<file path="src/rtl/uart_tx.sv">
// UART transmitter: 8 data bits, 1 stop bit, LSB first, fed from a byte FIFO.
// Defining UART_TX_PARITY_EN adds an even-parity bit between DATA and STOP.
module uart_tx #(
  parameter int CLK_DIV    = 434,
  parameter int FIFO_DEPTH = 4
) (
  input  logic                        clk,
  input  logic                        rst,
  input  logic [7:0]                  tx_data,
  input  logic                        tx_valid,
  output logic                        tx_ready,
  output logic                        tx_pin,
  output logic                        tx_busy,
  output logic [$clog2(FIFO_DEPTH):0] fifo_count
);
  localparam int            PW       = $clog2(FIFO_DEPTH);
  localparam int            CW       = PW + 1;
  localparam logic [15:0]   DIV_LAST = 16'(CLK_DIV - 1);
  localparam logic [CW-1:0] DEPTH_C  = CW'(FIFO_DEPTH);
  localparam logic [CW-1:0] ZERO_C   = {CW{1'b0}};

`ifdef UART_TX_PARITY_EN
  typedef enum logic [2:0] {
    S_IDLE = 3'd0, S_START = 3'd1, S_DATA = 3'd2, S_PARITY = 3'd3, S_STOP = 3'd4
  } state_t;

  function automatic logic even_parity(input logic [7:0] d);
    return ^d;
  endfunction
`else
  typedef enum logic [2:0] {
    S_IDLE = 3'd0, S_START = 3'd1, S_DATA = 3'd2, S_STOP = 3'd4
  } state_t;
`endif

  state_t        state_q, state_d;
  logic [15:0]   cnt_q, cnt_d;
  logic [2:0]    bit_q, bit_d;
  logic [7:0]    shift_q, shift_d;
  logic [PW-1:0] rd_q, rd_d, wr_q, wr_d;
  logic [CW-1:0] count_q, count_d;
  logic          pin_q, pin_d;
  logic [7:0]    mem_q [FIFO_DEPTH];
  logic          push_s, pop_s, bit_end_s;
`ifdef UART_TX_PARITY_EN
  logic          par_q, par_d;
`endif

  // Ready looks only at registered occupancy, so a same-cycle pop never frees a slot.
  assign tx_ready   = (count_q != DEPTH_C);
  assign tx_busy    = (state_q != S_IDLE) || (count_q != ZERO_C);
  assign tx_pin     = pin_q;
  assign fifo_count = count_q;
  assign push_s     = tx_valid && tx_ready && !rst;
  assign bit_end_s  = (cnt_q == DIV_LAST);

  // Next-state, bit timing, line level and FIFO pointer/occupancy update.
  always_comb begin
    state_d = state_q;
    cnt_d   = 16'd0;
    bit_d   = bit_q;
    shift_d = shift_q;
    rd_d    = rd_q;
    wr_d    = wr_q;
    count_d = count_q;
    pin_d   = 1'b1;
    pop_s   = 1'b0;
`ifdef UART_TX_PARITY_EN
    par_d   = par_q;
`endif
    if (state_q == S_IDLE || bit_end_s) begin
      cnt_d = 16'd0;
    end else begin
      cnt_d = cnt_q + 16'd1;
    end
    // pin_d reflects the current state, so the line trails the FSM by one cycle.
    case (state_q)
      S_IDLE: begin
        pin_d = 1'b1;
        if (count_q != ZERO_C) begin
          state_d = S_START;
          pop_s   = 1'b1;
        end else begin
          state_d = S_IDLE;
        end
      end
      S_START: begin
        pin_d = 1'b0;
        if (bit_end_s) begin
          state_d = S_DATA;
          bit_d   = 3'd0;
        end else begin
          state_d = S_START;
        end
      end
      S_DATA: begin
        pin_d = shift_q[0];
        if (bit_end_s) begin
          shift_d = {1'b0, shift_q[7:1]};
          bit_d   = bit_q + 3'd1;
          if (bit_q == 3'd7) begin
`ifdef UART_TX_PARITY_EN
            state_d = S_PARITY;
`else
            state_d = S_STOP;
`endif
          end else begin
            state_d = S_DATA;
          end
        end else begin
          state_d = S_DATA;
        end
      end
`ifdef UART_TX_PARITY_EN
      S_PARITY: begin
        pin_d = par_q;
        if (bit_end_s) begin
          state_d = S_STOP;
        end else begin
          state_d = S_PARITY;
        end
      end
`endif
      S_STOP: begin
        pin_d = 1'b1;
        if (bit_end_s) begin
          if (count_q != ZERO_C) begin
            state_d = S_START;
            pop_s   = 1'b1;
          end else begin
            state_d = S_IDLE;
          end
        end else begin
          state_d = S_STOP;
        end
      end
      default: begin
        state_d = S_IDLE;
        pin_d   = 1'b1;
      end
    endcase
    if (pop_s) begin
      shift_d = mem_q[rd_q];
      rd_d    = rd_q + PW'(1'b1);
`ifdef UART_TX_PARITY_EN
      par_d   = even_parity(mem_q[rd_q]);
`endif
    end else begin
      rd_d = rd_q;
    end
    if (push_s) begin
      wr_d = wr_q + PW'(1'b1);
    end else begin
      wr_d = wr_q;
    end
    case ({push_s, pop_s})
      2'b10:   count_d = count_q + CW'(1'b1);
      2'b01:   count_d = count_q - CW'(1'b1);
      default: count_d = count_q;
    endcase
  end

  // State and datapath registers with synchronous reset.
  always_ff @(posedge clk) begin
    if (rst) begin
      state_q <= S_IDLE;
      cnt_q   <= 16'd0;
      bit_q   <= 3'd0;
      shift_q <= 8'd0;
      rd_q    <= {PW{1'b0}};
      wr_q    <= {PW{1'b0}};
      count_q <= ZERO_C;
      pin_q   <= 1'b1;
`ifdef UART_TX_PARITY_EN
      par_q   <= 1'b0;
`endif
    end else begin
      state_q <= state_d;
      cnt_q   <= cnt_d;
      bit_q   <= bit_d;
      shift_q <= shift_d;
      rd_q    <= rd_d;
      wr_q    <= wr_d;
      count_q <= count_d;
      pin_q   <= pin_d;
`ifdef UART_TX_PARITY_EN
      par_q   <= par_d;
`endif
    end
  end

  // FIFO storage write port.
  always_ff @(posedge clk) begin
    if (push_s) begin
      mem_q[wr_q] <= tx_data;
    end
  end

endmodule

</file>
<file path="config.mk">
export PLATFORM = sky130hd
export DESIGN_NAME = uart_tx
export DESIGN_NICKNAME = d
export VERILOG_FILES = /design/src/rtl/uart_tx.sv
export SDC_FILE = /design/constraint.sdc
export NUM_CORES = 1
export LEC_CHECK = 0
export ABC_AREA = 1
export BUFFER_PORTS_ARGS = -buffer_cell sky130_fd_sc_hd__buf_2
export CORE_ASPECT_RATIO = 0.75
export CORE_UTILIZATION = 46
export DETAILED_ROUTE_END_ITERATION = 6
export HOLD_SLACK_MARGIN = 0.12
export PLACE_DENSITY_LB_ADDON = 0.15
export SYNTH_ARGS = -nofsm -noshare
export SYNTH_HDL_FRONTEND = slang
export SYNTH_SLANG_ARGS = --single-unit
</file>
<file path="constraint.sdc">
create_clock -name clk -period 2 [get_ports clk]
set_clock_uncertainty 0.05 [all_clocks]
set_input_delay 0.1 -clock clk [delete_from_list [all_inputs] [get_ports clk]]
set_output_delay 0.1 -clock clk [all_outputs]
set_load 0.1 [all_outputs]
</file>
* After elaboration in Yosys (flattened, before gate mapping)
Memory sizes are Yosys's and may differ from the RTL's. A register that Yosys moved wholly into a read port is not among the register bits.
Index checks and enable logic that the tools add are counted.
** Storage, ports and cells
- Output and inout bits :: 6
- Memory bits (writable) :: 32
- Bits in latches :: 0
- Memories :: 1
- Memory bits (read-only) :: 0
- Register bits after elaboration :: 38
- Word-level logic and storage cells :: 61
** Cells by class
- Eq/ne operators :: 10
- Mux-type cells :: 21
- Shifts and indexed selects :: 0
- Bitwise operators :: 0
- Add/sub/neg operators :: 6
- Multipliers :: 0
- Magnitude comparators :: 0
- Div/mod/pow operators :: 0
- Reduce and logical (&&, ||, !) cells :: 15
** Memories
- mem_q :: words 4, width 8, read ports 1, clocked after memory_dff 1, write ports 1, line 43 : logic [7:0] mem_q [FIFO_DEPTH];
** Operator list (number)
- 8-bit two-way mux :: 3
- 16-bit by 1-bit adder with 16-bit output, second input constant :: 1
- 16-bit by 9-bit == test with 1-bit output, second input constant :: 1
- 3-bit two-way mux :: 5
- 3-bit one-hot mux with 2 select lines :: 2
- 3-bit one-hot mux with 4 select lines :: 1
- 2-bit nonzero test :: 4
- 3-bit by 1-bit adder with 3-bit output, second input constant :: 2
- 3-bit == test, second input constant :: 2
- 2-bit two-way mux :: 3
- 3-bit nonzero test :: 2
- 1-bit two-way mux :: 5
- 2-bit by 1-bit adder with 2-bit output, second input constant :: 2
- 2-bit inequality test, second input constant :: 2
- 1-bit one-hot mux with 2 select lines :: 2
- 3-bit by 1-bit == test with 1-bit output, second input constant :: 1
- 3-bit by 2-bit == test with 1-bit output, second input constant :: 1
- 3-bit zero test :: 1
- 3-bit inequality test, second input constant :: 1
- 3-bit AND reduction :: 1
- 3-bit by 1-bit subtractor with 3-bit output, second input constant :: 1
- 2-bit by 1-bit == test with 1-bit output, second input constant :: 1
- 2-bit == test, second input constant :: 1
- 1-bit logical AND :: 2
- other kinds (4) :: 5

* Logic depth before layout (Yosys ltp)
- Depth in word-level cells :: 6
- Mapped depth :: 12
- Mapped depth without buffers :: 12

* Least setup slack after synthesis
No wires, ideal clock.
- Path kind :: register to register
- Start point :: register count_q[1] (netlist: fifo_count[1])
- End point :: register count_q[2] (netlist: fifo_count[2])
- Clock period less this slack :: 3.694 ns
- Path buffers :: 0
- Path slack :: -1.694 ns
- Data arrival time :: 3.478 ns
- Stages on the path, launching flop included :: 9
- Path through :: dfxtp_1 > inv_1 > nand3_1 > nand3_1 > ha_1 > fa_1 > o21a_1 > o21ai_0 > a21oi_1
** Between the ends
- Elaborated cells on any way between the ends :: 13
- Classes of those cells :: 2 x add/sub; 3 x eq/ne; 4 x mux; 4 x reduce/logical
** RTL lines
- start: declaration :: line 41 : logic [CW-1:0] count_q, count_d;
- start signal: assignment :: line 184 : count_q <= count_d;
- 3-bit inequality test * :: line 50 : assign tx_ready = (count_q != DEPTH_C);
- named net tx_ready :: line 11 : output logic tx_ready,
- 1-bit logical AND * (2 in a row) :: line 54 : assign push_s = tx_valid && tx_ready && !rst;
- 2-bit by 1-bit == test with 1-bit output / 2-bit == test (equally long branches) :: line 156 : case ({push_s, pop_s})
- 3-bit one-hot mux with 2 select lines / 2-bit nonzero test (equally long branches)
The timed path passes the listed nets; every way through them passes the cells marked *.
A chain may end at the register's enable or synchronous reset.

* Worst setup path in the final report
- Start point :: register cnt_q[1]
- End point :: register count_q[2] (netlist: fifo_count[2])
** Between the ends
- Word-level cells in the longest chain between the ends :: 5
- Elaborated cells on any way between the ends :: 7
- Classes of those cells :: 3 x eq/ne; 3 x mux; 1 x reduce/logical
** Ends and longest elaborated chain
- start: declaration :: line 37 : logic [15:0] cnt_q, cnt_d;
- start signal: assignment :: line 179 : cnt_q <= cnt_d;
- 16-bit by 9-bit == test with 1-bit output * :: line 55 : assign bit_end_s = (cnt_q == DIV_LAST);
- 1-bit two-way mux * :: line 126 : if (bit_end_s) begin
- 1-bit one-hot mux with 2 select lines * :: line 77 : case (state_q)
- 2-bit by 1-bit == test with 1-bit output / 2-bit == test (equally long branches) :: line 156
- 3-bit one-hot mux with 2 select lines / 2-bit nonzero test (equally long branches)
Every way passes the cells marked *; elsewhere a longest branch is shown, timed or not.

==> run_summary.xml <==
<?xml version="1.0" encoding="UTF-8"?>
<metrics>
  <group name="hold_path">
    <metric name="timing.hold.worst.class" unit="">reg -&gt; reg</metric>
  </group>
  <group name="placement">
    <metric name="detailedPlace.worstSlack" unit="ns">-0.00242</metric>
    <metric name="portBuffers" unit="">16</metric>
    <metric name="detailed_place.area" unit="mm²">0.00364</metric>
    <metric name="final_weighted_congestion_in_routability_driven_placement" unit="">0.815</metric>
    <metric name="dp.final_hpwl" unit="µm">4780</metric>
  </group>
  <group name="clock_tree">
    <metric name="clock_sink_count" unit="">72</metric>
    <metric name="clock_tree_from_tritoncts" unit="">done</metric>
    <metric name="tritoncts.num_buffers" unit="">9</metric>
    <metric name="clkTransAtPathRegs" unit="ns">0.08</metric>
    <metric name="cts-root-buf" unit="">clkbuf_8</metric>
    <metric name="htree_num_levels" unit="">3</metric>
    <metric name="worstSkewPairLatency" unit="ns">0.35</metric>
    <metric name="clock_tree.buffer_depth" unit="">2</metric>
  </group>
  <group name="setup_path">
    <metric name="worstPathMaxFanout" unit="">2</metric>
    <metric name="critical_path_start_end_classification" unit="">reg -&gt; reg</metric>
    <metric name="worst_setup_path_end_kind" unit="">flop</metric>
    <metric name="cp_data_required_time" unit="ns">2.23</metric>
    <metric name="critical_path_arrival" unit="ns">2.19</metric>
    <metric name="max_stage_delay" unit="ns">0.36</metric>
    <metric name="critical_path.cell_chain" unit="">inv_2, ha_4, nand2_2, nor2_2, nand4_1, nand2_2, ha_4, fa_2, a21oi_2, o21a_1, o21ai_2, a21oi_1</metric>
    <metric name="worst_path_max_delay_cell" unit="">fa_2</metric>
    <metric name="critical_path.startpoint_type" unit="">flop</metric>
    <metric name="cp.buffers_inverters" unit="">1</metric>
    <metric name="kind_of_cell_adding_the_most_delay_to_the_critical_path" unit="">adder cells</metric>
  </group>
  <group name="grt">
    <metric name="grt_remaining_overflow" unit="">0</metric>
    <metric name="grtUsageTotal" unit="%">19.8</metric>
    <metric name="antenna_violations_before_repair" unit="">0</metric>
    <metric name="first_global_vias" unit="">2392</metric>
    <metric name="grt_max_degree" unit="">17</metric>
    <metric name="grt_first_pass_wirelength" unit="µm">11200</metric>
  </group>
  <group name="cells_and_area">
    <metric name="most-common-layout-cells" unit="">70 x nor2_1, 48 x nand2_1, 36 x dfxtp_1</metric>
    <metric name="final_core_utilization" unit="%">58.5</metric>
    <metric name="drive_gt1_share" unit="%">22.6</metric>
    <metric name="nFillCells" unit="">594</metric>
    <metric name="synth_to_final_area_change" unit="%">22.5</metric>
    <metric name="mostFrequentLayoutCell" unit="">nor2_1</metric>
    <metric name="antenna-diode-count" unit="">0</metric>
    <metric name="finish.net_count" unit="">449</metric>
    <metric name="final_design_area_no_fill" unit="mm²">0.00400</metric>
  </group>
  <group name="detailed_routing">
    <metric name="ant_nets" unit="">0</metric>
    <metric name="drc_errors" unit="">0</metric>
    <metric name="via_per_inst" unit="">5.11</metric>
    <metric name="detail_route.wirelength" unit="µm">6780</metric>
    <metric name="vias" unit="">2643</metric>
    <metric name="detail_route.wl_per_cell" unit="µm">13.1</metric>
    <metric name="drt_first_iter_violations" unit="">131</metric>
    <metric name="iteration_count_of_the_initial_detailed_routing_pass" unit="">5</metric>
  </group>
  <group name="yosys">
    <metric name="synth_warnings" unit="">0</metric>
    <metric name="ys_seq_area_share" unit="%">53.9</metric>
    <metric name="synth_seq_cells" unit="">72</metric>
    <metric name="synth_fp_nets" unit="">393</metric>
    <metric name="yosysUniqueCellTypes" unit="">34</metric>
    <metric name="syn-cell-area" unit="mm²">0.00327</metric>
    <metric name="synthesis.instances" unit="">372</metric>
    <metric name="syn_avg_cell_area" unit="µm²">8.78</metric>
  </group>
  <group name="sta">
    <metric name="final_hold_viol_count" unit="">0</metric>
    <metric name="worst_pin_slew" unit="ns">0.499</metric>
    <metric name="min_period_over_period" unit="%">98.0</metric>
    <metric name="postLayoutSetupSlackWorst" unit="ns">0.0399</metric>
    <metric name="maximum_clock_frequency" unit="MHz">510</metric>
    <metric name="setup_violations" unit="">0</metric>
    <metric name="slew_viol_final" unit="">0</metric>
    <metric name="timing.slew.headroom" unit="%">66.4</metric>
    <metric name="rsz_0062_raised_after_global_routing" unit="">true</metric>
    <metric name="worst_hold_slack" unit="ns">0.420</metric>
    <metric name="final_period_minus_worst_setup_slack" unit="ns">1.96</metric>
  </group>
  <group name="pwr">
    <metric name="internal-power" unit="mW">2.86</metric>
    <metric name="static-leakage-power" unit="nW">1.55</metric>
    <metric name="power.ir.vdd_worst" unit="V">0.000812</metric>
    <metric name="power_frac_clock" unit="%">25.3</metric>
    <metric name="sequentialPowerShare" unit="%">40.5</metric>
    <metric name="power.density_cell_area" unit="mW/mm²">1160</metric>
    <metric name="power_after_layout" unit="mW">4.62</metric>
    <metric name="switching_power" unit="mW">1.76</metric>
    <metric name="p_sw_share" unit="%">38.2</metric>
    <metric name="combinationalPowerShare" unit="%">34.2</metric>
  </group>
  <group name="floorplanning">
    <metric name="start_util" unit="%">47.8</metric>
    <metric name="rows" unit="">26</metric>
    <metric name="io_pins" unit="">17</metric>
    <metric name="die_height" unit="µm">75.0</metric>
    <metric name="core_area" unit="mm²">0.00683</metric>
    <metric name="dieWidth" unit="µm">99.3</metric>
    <metric name="fp.dieArea" unit="mm²">0.00744</metric>
  </group>
  <group name="run_status">
    <metric name="status" unit="">finished clean</metric>
  </group>
  <group name="flow_run">
    <metric name="drv.max_cap_violation_count" unit="">0</metric>
  </group>
</metrics>
-- per-stage QoR --
stage | instances | setup TNS (ns)
floorplan | 372 | -0.184
global placement | 488 | 0
detailed placement | 488 | -0.00242
CTS | 514 | -0.0275
global route | 517 | -0.0824
finish | 517 | 0
-- synth_stat cells (all sizes together) --
cell type	count	area, µm²
inv	42	158
nand3	22	135
o21a	1	7.51
clkbuf	1	3.75
buf	4	22.5
nor2	78	310
nor3b	1	12.5
o22ai	7	43.8
o211ai	2	15.0
edfxtp	32	961
nor3	4	36.3
nor4	2	12.5
o21ai	30	154
fa	1	20.0
nand2	54	220
dfxtp	40	801
clkinv	2	8.75
ha	9	113
xor2	3	26.3
a21oi	23	115
xnor2	1	8.76
nand4	13	81.3
-- worst paths after layout --
check	cells past startpoint	slack, ns	to	start
worst max register to register	12	0.04	fifo_count[2]$_SDFFE_PP0P_	cnt_q[1]$_SDFF_PP0_
worst max-delay path	12	0.04	fifo_count[2]$_SDFFE_PP0P_	cnt_q[1]$_SDFF_PP0_
worst min register to register	1	0.42	bit_q[0]$_SDFFE_PP0P_	bit_q[0]$_SDFFE_PP0P_
worst min-delay path	1	0.42	bit_q[0]$_SDFFE_PP0P_	bit_q[0]$_SDFFE_PP0P_
-- flip-flops by register name (all words and copies together) (netlist names), named ones only --
signal      cells
bit_q           3
cnt_q          16
fifo_count      3
mem_q          32
rd_q            2
shift_q         8
state_q         3
tx_pin          1
wr_q            2
-- area by class of cell --
class | instances | area [µm²] | area share, %
Clock inverter | 7 | 77.6 | 1.94
Sequential cell | 72 | 1770 | 44.4
Multi-Input combinational cell | 251 | 1390 | 34.7
Inverter | 44 | 169 | 4.22
Tap cell | 84 | 105 | 2.63
Timing Repair Buffer | 50 | 360 | 9.01
Clock buffer | 9 | 124 | 3.10
-- power by group through the flow --
stage | combinational, mW | clock (mW) | sequential [mW]
global route | 1.78 | 1.27 | 1.89
finish | 1.58 | 1.17 | 1.87
global placement | 1.48 | 0 | 1.89
detailed placement | 1.50 | 0 | 1.90
floorplan | 0.985 | 0 | 2.05
CTS | 1.52 | 1.20 | 1.87
-- per-layer routing --
metal  global-route usage, %  wire [µm]
met2                    27.2       2800
met1                    29.8       3670
met5                       0          0
met4                    5.56         60
met3                    6.22        248
-- repair_timing --
item / in CTS / in global routing
endpoints found under the hold margin: 47 / 0
pin swaps: 2 / 7
hold buffers: 10 / 0
setup endpoints to repair: 2 / 2
gates resized for setup: 2 / 9
buffers inserted: 0 / 3
-- cells by family after synthesis --
group / synth area share, %
AO/OA/AOI/OAI: 10.3
adder cells (fa/ha/maj): 4.06
XOR/XNOR: 1.07
buffers and inverters: 5.90
AND/OR/NAND/NOR: 24.8
flip-flops: 53.9
Note: power is estimated with default switching activity, not from simulation.
